**src/rtl/delay_ring_pkg.sv**
```systemverilog
// delay_ring_pkg
// Shared types and helpers for the runtime-programmable delay line.
//   state_t        : fill state machine encoding (FILL, RUN)
//   clamp_del()    : maps a requested delay onto the legal range 1..max_del
//   max_del_legal(): parameter legality test (power of two, at least 2)
// Optional feature macro used by this block: DELAY_RING_CFG_ERR_EN.
package delay_ring_pkg;

  typedef enum logic {
    FILL = 1'b0,
    RUN  = 1'b1
  } state_t;

  // Delay 0 behaves as 1; anything above max_del saturates at max_del.
  function automatic int unsigned clamp_del(input int unsigned del_cfg,
                                            input int unsigned max_del);
    if (del_cfg == 0) begin
      return 1;
    end else if (del_cfg > max_del) begin
      return max_del;
    end else begin
      return del_cfg;
    end
  endfunction

  // The ring index wraps by plain truncation, so the depth must be a power
  // of two; a depth of 1 would leave no room for the D=2 read-behind.
  function automatic bit max_del_legal(input int unsigned max_del);
    return (max_del >= 2) && ((max_del & (max_del - 1)) == 0);
  endfunction

endpackage

```
**src/rtl/delay_ring_if.sv**
```systemverilog
// delay_ring_if
// Signal bundle between a sample source/sink and the delay line.
//   din, din_valid : sample and qualifier, driven every cycle by the master
//   del_cfg        : requested delay in cycles (clamped inside the block)
//   dout, dout_valid : delayed sample and qualifier, zero while filling
//   busy           : high while the fill state machine is in FILL
//   fsm_state      : current fill state, for observation
//   cfg_err        : sticky out-of-range delay flag (only with DELAY_RING_CFG_ERR_EN)
// Handshake: there is no back-pressure. din/din_valid are consumed on every
// rising clk edge; dout/dout_valid are meaningful only while busy is low.
interface delay_ring_if #(
  parameter int WIDTH   = 8,
  parameter int MAX_DEL = 16,
  parameter int DEL_W   = $clog2(MAX_DEL + 1)
);
  import delay_ring_pkg::*;

  logic [WIDTH-1:0] din;
  logic             din_valid;
  logic [DEL_W-1:0] del_cfg;
  logic [WIDTH-1:0] dout;
  logic             dout_valid;
  logic             busy;
  state_t           fsm_state;
`ifdef DELAY_RING_CFG_ERR_EN
  logic             cfg_err;
`endif

  modport master (
    output din, din_valid, del_cfg,
    input  dout, dout_valid, busy, fsm_state
`ifdef DELAY_RING_CFG_ERR_EN
    , input cfg_err
`endif
  );

  modport slave (
    input  din, din_valid, del_cfg,
    output dout, dout_valid, busy, fsm_state
`ifdef DELAY_RING_CFG_ERR_EN
    , output cfg_err
`endif
  );

endinterface

```
**src/rtl/delay_ring_mem.sv**
```systemverilog
// delay_ring_mem
// Simple dual-port RAM: one synchronous write port, one registered read
// port, no reset (contents are masked by the owner until they are valid).
//   clk   : posedge clock
//   we    : write enable
//   waddr : write address
//   wdata : write data
//   raddr : read address, sampled on clk
//   rdata : registered read data
module delay_ring_mem #(
  parameter int DW    = 9,
  parameter int DEPTH = 16
) (
  input  logic                     clk,
  input  logic                     we,
  input  logic [$clog2(DEPTH)-1:0] waddr,
  input  logic [DW-1:0]            wdata,
  input  logic [$clog2(DEPTH)-1:0] raddr,
  output logic [DW-1:0]            rdata
);

  logic [DW-1:0] mem [DEPTH];

  always_ff @(posedge clk) begin
    if (we) begin
      mem[waddr] <= wdata;
    end
    rdata <= mem[raddr];
  end

endmodule

```
**src/rtl/delay_ring.sv**
```systemverilog
// delay_ring
// Runtime-programmable delay line on a circular buffer. A sample is written
// every cycle; the read index trails the write pointer so that dout carries
// din from exactly d_q cycles earlier. A fill state machine masks the output
// after every delay change until a full window at the new delay is present.
//   clk : posedge clock
//   rst : synchronous reset, active-high
//   bus : delay_ring_if slave (din, din_valid, del_cfg, dout, dout_valid,
//         busy, fsm_state, and cfg_err when DELAY_RING_CFG_ERR_EN is defined)
// Optional feature macro: DELAY_RING_CFG_ERR_EN adds the sticky cfg_err flag.
module delay_ring
  import delay_ring_pkg::*;
#(
  parameter int WIDTH   = 8,
  parameter int MAX_DEL = 16,
  parameter int DEL_W   = $clog2(MAX_DEL + 1)
) (
  input  logic         clk,
  input  logic         rst,
  delay_ring_if.slave  bus
);

  localparam int AW = $clog2(MAX_DEL);
  localparam bit PARAM_OK = max_del_legal(MAX_DEL);

  always_ff @(posedge clk) begin
    assert (PARAM_OK) else $fatal(1, "delay_ring: MAX_DEL must be a power of two >= 2");
  end

  // ---------------------------------------------------------------------------
  // Fill state machine and pointers
  // ---------------------------------------------------------------------------
  state_t           state_q, state_d;
  logic [DEL_W-1:0] d_q, d_d;
  logic [DEL_W-1:0] cnt_q, cnt_d;
  logic [DEL_W-1:0] d_eff;
  logic [AW-1:0]    wp;
  logic [AW-1:0]    raddr;

  assign d_eff = DEL_W'(clamp_del(32'(bus.del_cfg), MAX_DEL));

  always_comb begin
    state_d = state_q;
    cnt_d   = cnt_q;
    d_d     = d_q;
    if (d_eff != d_q) begin
      // A new delay restarts the fill from either state.
      d_d     = d_eff;
      cnt_d   = '0;
      state_d = FILL;
    end else if (state_q == FILL) begin
      cnt_d = cnt_q + 1'b1;
      if (cnt_q == d_q - 1'b1) begin
        state_d = RUN;
      end
    end
  end

  always_ff @(posedge clk) begin
    if (rst) begin
      state_q <= FILL;
      cnt_q   <= '0;
      d_q     <= DEL_W'(1);
      wp      <= '0;
    end else begin
      state_q <= state_d;
      cnt_q   <= cnt_d;
      d_q     <= d_d;
      wp      <= wp + 1'b1;
    end
  end

  // ---------------------------------------------------------------------------
  // Ring buffer
  // ---------------------------------------------------------------------------
  // The read at the end of cycle k feeds dout in cycle k+1, which must carry
  // the sample written at wp - (d_q - 1). For d_q >= 2 this never equals wp,
  // so read and write never collide; d_q == 1 uses the bypass register.
  logic [WIDTH:0] wdata;
  logic [WIDTH:0] rdata;
  logic [WIDTH:0] byp_q;
  logic [WIDTH:0] out_sel;

  assign wdata = {bus.din_valid, bus.din};
  assign raddr = wp - AW'(d_q - 1'b1);

  delay_ring_mem #(
    .DW    (WIDTH + 1),
    .DEPTH (MAX_DEL)
  ) u_mem (
    .clk   (clk),
    .we    (1'b1),
    .waddr (wp),
    .wdata (wdata),
    .raddr (raddr),
    .rdata (rdata)
  );

  always_ff @(posedge clk) begin
    byp_q <= wdata;
  end

  // Both data sources are flops; only the source select and the fill mask
  // sit between them and the pins. d_q is stable for any cycle spent in RUN,
  // so the select always matches the address used for the preceding read.
  assign out_sel        = (d_q == DEL_W'(1)) ? byp_q : rdata;
  assign bus.dout       = (state_q == RUN) ? out_sel[WIDTH-1:0] : '0;
  assign bus.dout_valid = (state_q == RUN) & out_sel[WIDTH];
  assign bus.busy       = (state_q == FILL);
  assign bus.fsm_state  = state_q;

`ifdef DELAY_RING_CFG_ERR_EN
  // Sticky record that a caller asked for a delay that had to be clamped.
  logic cfg_err_q;

  always_ff @(posedge clk) begin
    if (rst) begin
      cfg_err_q <= 1'b0;
    end else if ((bus.del_cfg == '0) || (bus.del_cfg > DEL_W'(MAX_DEL))) begin
      cfg_err_q <= 1'b1;
    end
  end

  assign bus.cfg_err = cfg_err_q;
`endif

endmodule
```
**src/flat_wrapper.sv**
```systemverilog
// flat-port wrapper written by rule: the top's interface ports become plain ports
module delay_ring_flat import delay_ring_pkg::*;
#(
  parameter int WIDTH   = 8,
  parameter int MAX_DEL = 16,
  parameter int DEL_W   = $clog2(MAX_DEL + 1)
)
  (clk, rst, bus_din, bus_din_valid, bus_del_cfg, bus_dout, bus_dout_valid, bus_busy, bus_fsm_state);
  delay_ring_if #(.WIDTH(WIDTH), .MAX_DEL(MAX_DEL), .DEL_W(DEL_W)) bus_i ();
  input  logic clk;
  input  logic rst;
  input wire logic [$bits(bus_i.din)-1:0] bus_din;
  input wire logic [$bits(bus_i.din_valid)-1:0] bus_din_valid;
  input wire logic [$bits(bus_i.del_cfg)-1:0] bus_del_cfg;
  output wire logic [$bits(bus_i.dout)-1:0] bus_dout;
  output wire logic [$bits(bus_i.dout_valid)-1:0] bus_dout_valid;
  output wire logic [$bits(bus_i.busy)-1:0] bus_busy;
  output wire logic [$bits(bus_i.fsm_state)-1:0] bus_fsm_state;
  assign bus_i.din = bus_din;
  assign bus_i.din_valid = bus_din_valid;
  assign bus_i.del_cfg = bus_del_cfg;
  assign bus_dout = bus_i.dout;
  assign bus_dout_valid = bus_i.dout_valid;
  assign bus_busy = bus_i.busy;
  assign bus_fsm_state = bus_i.fsm_state;
  delay_ring #(.WIDTH(WIDTH), .MAX_DEL(MAX_DEL), .DEL_W(DEL_W)) u_core (.clk(clk), .rst(rst), .bus(bus_i));
endmodule
```
**config.mk**
```make
export PLATFORM = sky130hd
export DESIGN_NAME = delay_ring_flat
export DESIGN_NICKNAME = d
export VERILOG_FILES = /design/src/rtl/delay_ring_pkg.sv /design/src/rtl/delay_ring_if.sv /design/src/rtl/delay_ring_mem.sv /design/src/rtl/delay_ring.sv /design/src/flat_wrapper.sv
export SDC_FILE = /design/constraint.sdc
export NUM_CORES = 1
export LEC_CHECK = 0
export CORE_MARGIN = 1.5
export CORE_UTILIZATION = 30
export DETAILED_ROUTE_END_ITERATION = 10
export GPL_TIMING_DRIVEN = 0
export PLACE_DENSITY = 0.52
export SLEW_MARGIN = 40
export SYNTH_ARGS = -nofsm -noshare
export SYNTH_HDL_FRONTEND = slang
export SYNTH_SLANG_ARGS = --single-unit
```
**constraint.sdc**
```tcl
create_clock -name clk -period 3.1 [get_ports clk]
set_input_delay 0.465 -clock clk [delete_from_list [all_inputs] [get_ports clk]]
set_output_delay 0.465 -clock clk [all_outputs]
set_load 0.05 [all_outputs]
```
==> impl_metrics.py <==
metrics = {
    "run_status": {
        "status": "completed",
    },
    "sta": {
        "drv_slew": 0,
        "fin_crit_sh_pct": 95.5,
        "finClkSkew_ns": 0.0101,
        "hold_slack_ns": 0.402,
        "period_minus_slack_ns": 2.96,
        "setup_slack_ns": 0.141,
        "worst_slew_margin_rel_pct": 42.9,
        "hold_viol": 0,
        "tightest_slew_ns": 0.854,
        "fmax_mhz": 338,
        "setup_violations": 0,
    },
    "cts": {
        "path_clk_slew_ns": 0.07,
        "clock_latency_ns": 0.43,
        "tritoncts": "built",
        "htreeDepth": 4,
        "clock_path_buffers": 2,
        "cts_made_buffers": 17,
        "cts_root_buf": "clkbuf_16",
        "cts_sinks": 177,
    },
    "grt": {
        "grt_first_pass_wirelength_mm": 25.9,
        "antenna_found_initial": 0,
        "grt_pass1_vias": 4205,
        "grt_max_degree": 18,
        "grt_usage_pct": 13.9,
        "grt_overflow": 0,
    },
    "route": {
        "antenna_left": 0,
        "drtPass1Iterations": 4,
        "detail_route.vias_per_cell": 4.84,
        "wire_per_inst_um": 20.3,
        "wirelength_mm": 17.0,
        "drt_iter0_markers": 416,
        "route.vias.total": 4054,
        "drc": 0,
    },
    "layout": {
        "fin_util_pct": 36.1,
        "area_delta_synth_final_pct": 17.7,
        "fin_area_mm2": 0.00883,
        "diodes": 0,
        "drive_gt1_share_pct": 22.6,
        "nets": 527,
    },
    "critical_path": {
        "r2r_cells": 10,
        "max_stage_delay_ns": 0.53,
        "critPathLaunchType": "flip-flop",
        "cp.required_ns": 3.41,
        "critPathMaxFanout": 10,
        "r2r-start": "u_core.d_q[0]$_SDFFE_PP1P_",
        "critPathTopFamily": "adder cells",
        "critical_path_class": "flip-flop to flip-flop",
        "r2r_end": "u_core.u_mem.rdata[4]$_DFF_P_",
        "r2r_setup_slack_ns": 0.14,
        "crit_path_cell_trace": "inv_1 -> ha_1 -> inv_1 -> fa_2 -> buf_4 -> buf_6 -> mux4_2 -> and2b_1 -> a211oi_2 -> a211oi_2",
        "cp-end-kind": "flip-flop",
        "slowest_stage": "fa_2",
        "critPathBufInv": 4,
        "worstPathArrival_ns": 3.27,
    },
    "placement": {
        "dp_worst_setup_slack_ns": -0.494,
        "port_buffers": 26,
        "dp_hpwl_mm": 11.4,
        "place_area_mm2": 0.00817,
        "gp_congestion": 0.854,
    },
    "logic_synthesis": {
        "syn-cell-area_mm2": 0.00750,
        "yosysWarnings": 0,
        "synth_seq_cells": 177,
        "ys.flop_type": "edfxtp_1",
        "synth_edf_count": 144,
        "synth.top_cells.by_count": "edfxtp_1 (144), mux4_2 (36), dfxtp_1 (33), nor2_1 (24), a21oi_1 (22)",
        "avgSynthCellArea_um2": 16.5,
        "ys_seq_area_share_pct": 66.4,
        "ys_top_cells_by_area": "edfxtp_1 (58%), mux4_2 (11%), dfxtp_1 (8.8%), a211oi_1 (1.8%), ha_1 (1.7%)",
        "synthArstFlopShare_pct": 0,
        "synthCells": 456,
        "synth_nets": 483,
        "ys_types": 44,
        "synth.most_common_cell": "edfxtp_1",
        "synth_top_area_share_pct": 57.6,
        "synth_top_area_cell": "edfxtp_1",
    },
    "job": {
        "cap_viol_max_count": 0,
    },
    "die": {
        "io_pins": 27,
        "dieWidth_um": 161,
        "initial_utilization_pct": 30.7,
        "die_h_um": 161,
        "dieArea_mm2": 0.0260,
        "core-area_mm2": 0.0245,
        "row_count": 57,
    },
    "pwr": {
        "ir_worst_vdd_mv": 0.374,
        "power.density_mw_per_mm2": 672,
        "power_leakage_uw": 0.00293,
        "power.total_uw": 5930,
    },
    "hold_path": {
        "hold_class": "primary input to flip-flop",
        "hold_start": "bus_din_valid",
        "whs_path_depth": 1,
        "min_to": "u_core.byp_q[8]$_DFF_P_",
    },
}
logic make-up after synthesis:
| kind of cell | Yosys count | synth area share [%] |
|---|---|---|
| muxes | 37 | 10.9 |
| adders and majority gates | 11 | 1.93 |
| DFF | 177 | 66.4 |
| AOI/OAI and AO/OA | 67 | 6.72 |
| xor gates and xnor gates | 18 | 2.30 |
| buffers and inverters | 30 | 2.50 |
| and+or+nand+nor | 116 | 9.19 |
layout by cell type, fill, tap and decap left out, types with 7 or more instances in the layout:
cell,instances
a21oi_1,22
and2b_1,9
o221ai_1,9
or3_4,8
a211oi_2,17
a211oi_1,10
ha_1,10
xnor2_1,10
nand2_1,20
inv_1,8
buf_6,9
xor2_1,7
nor2b_1,16
mux4_2,36
nor2_1,24
dfxtp_1,31
dlygate4sd2_1,9
clkbuf_16,17
clkdlybuf4s50_1,16
edfxtp_1,144
and2_1,16
worst max-delay path by stage:
stage                                          endpoint                        from  cells past startpoint  slack, ns
final                     u_core.u_mem.rdata[4]$_DFF_P_  u_core.d_q[0]$_SDFFE_PP1P_                     10       0.14
after global routing      u_core.u_mem.rdata[1]$_DFF_P_  u_core.d_q[0]$_SDFFE_PP1P_                     10    -0.0002
after CTS                 u_core.u_mem.rdata[0]$_DFF_P_  u_core.d_q[0]$_SDFFE_PP1P_                     10      0.002
after detailed placement  u_core.u_mem.rdata[0]$_DFF_P_  u_core.d_q[0]$_SDFFE_PP1P_                     10      -0.49
after global placement    u_core.u_mem.rdata[8]$_DFF_P_  u_core.d_q[0]$_SDFFE_PP1P_                     10      -0.43
after floorplan           u_core.u_mem.rdata[7]$_DFF_P_  u_core.d_q[0]$_SDFFE_PP1P_                     10       0.26
report_power, final:
group / internal, µW / switching (µW) / total (µW) / leakage, µW
clock: 1290 / 928 / 2210 / 0.000294
sequential: 2680 / 34.0 / 2720 / 0.00158
combinational: 434 / 568 / 1000 / 0.00106
worst reg2reg max path, cell delays in order, from the launching register on:
cell,delay (ns)
dfxtp_2,0.39
inv_1,0.10
ha_1,0.36
inv_1,0.08
fa_2,0.53
buf_4,0.22
buf_6,0.20
mux4_2,0.39
and2b_1,0.20
a211oi_2,0.29
a211oi_2,0.09
metrics by stage:
stage	instances	setup TNS [ns]
after floorplan	456	0
after global placement	806	-3.42
after detailed placement	806	-4.08
after CTS	837	0
after global routing	837	-0.000217
final	837	0
state kept, by name, summed over array words and instances, names as in the netlist:
signal	cells
u_core.cnt_q	5
u_core.byp_q	9
u_core.u_mem.rdata	9
u_core.bus.fsm_state	1
u_core.u_mem.mem	144
u_core.wp	4
u_core.d_q	5
routing by layer:
layer	global-route usage [%]	share of wire [%]
met2	21.6	47
met3	3.88	4.5
met4	4.42	1.9
met5	0	0
met1	18.7	46
layout make-up:
class                           instances  area, µm²
Fill cell                            2275      15600
Tap cell                              324        405
Multi-Input combinational cell        249       2390
Clock buffer                           19        433
Clock inverter                         13        173
Buffer                                 21        175
Sequential cell                       177       4990
Timing Repair Buffer                   26        244
Inverter                                8       30.0
repair_timing:
| item | 4_1_cts | 5_1_grt |
|---|---|---|
| buffers inserted | 0 | 0 |
| pin swaps | 0 | 1 |
| hold buffers | 0 | 0 |
| gates resized for setup | 23 | 5 |
| setup endpoints to repair | 18 | 9 |
Note: power is estimated with default switching activity, not from simulation.
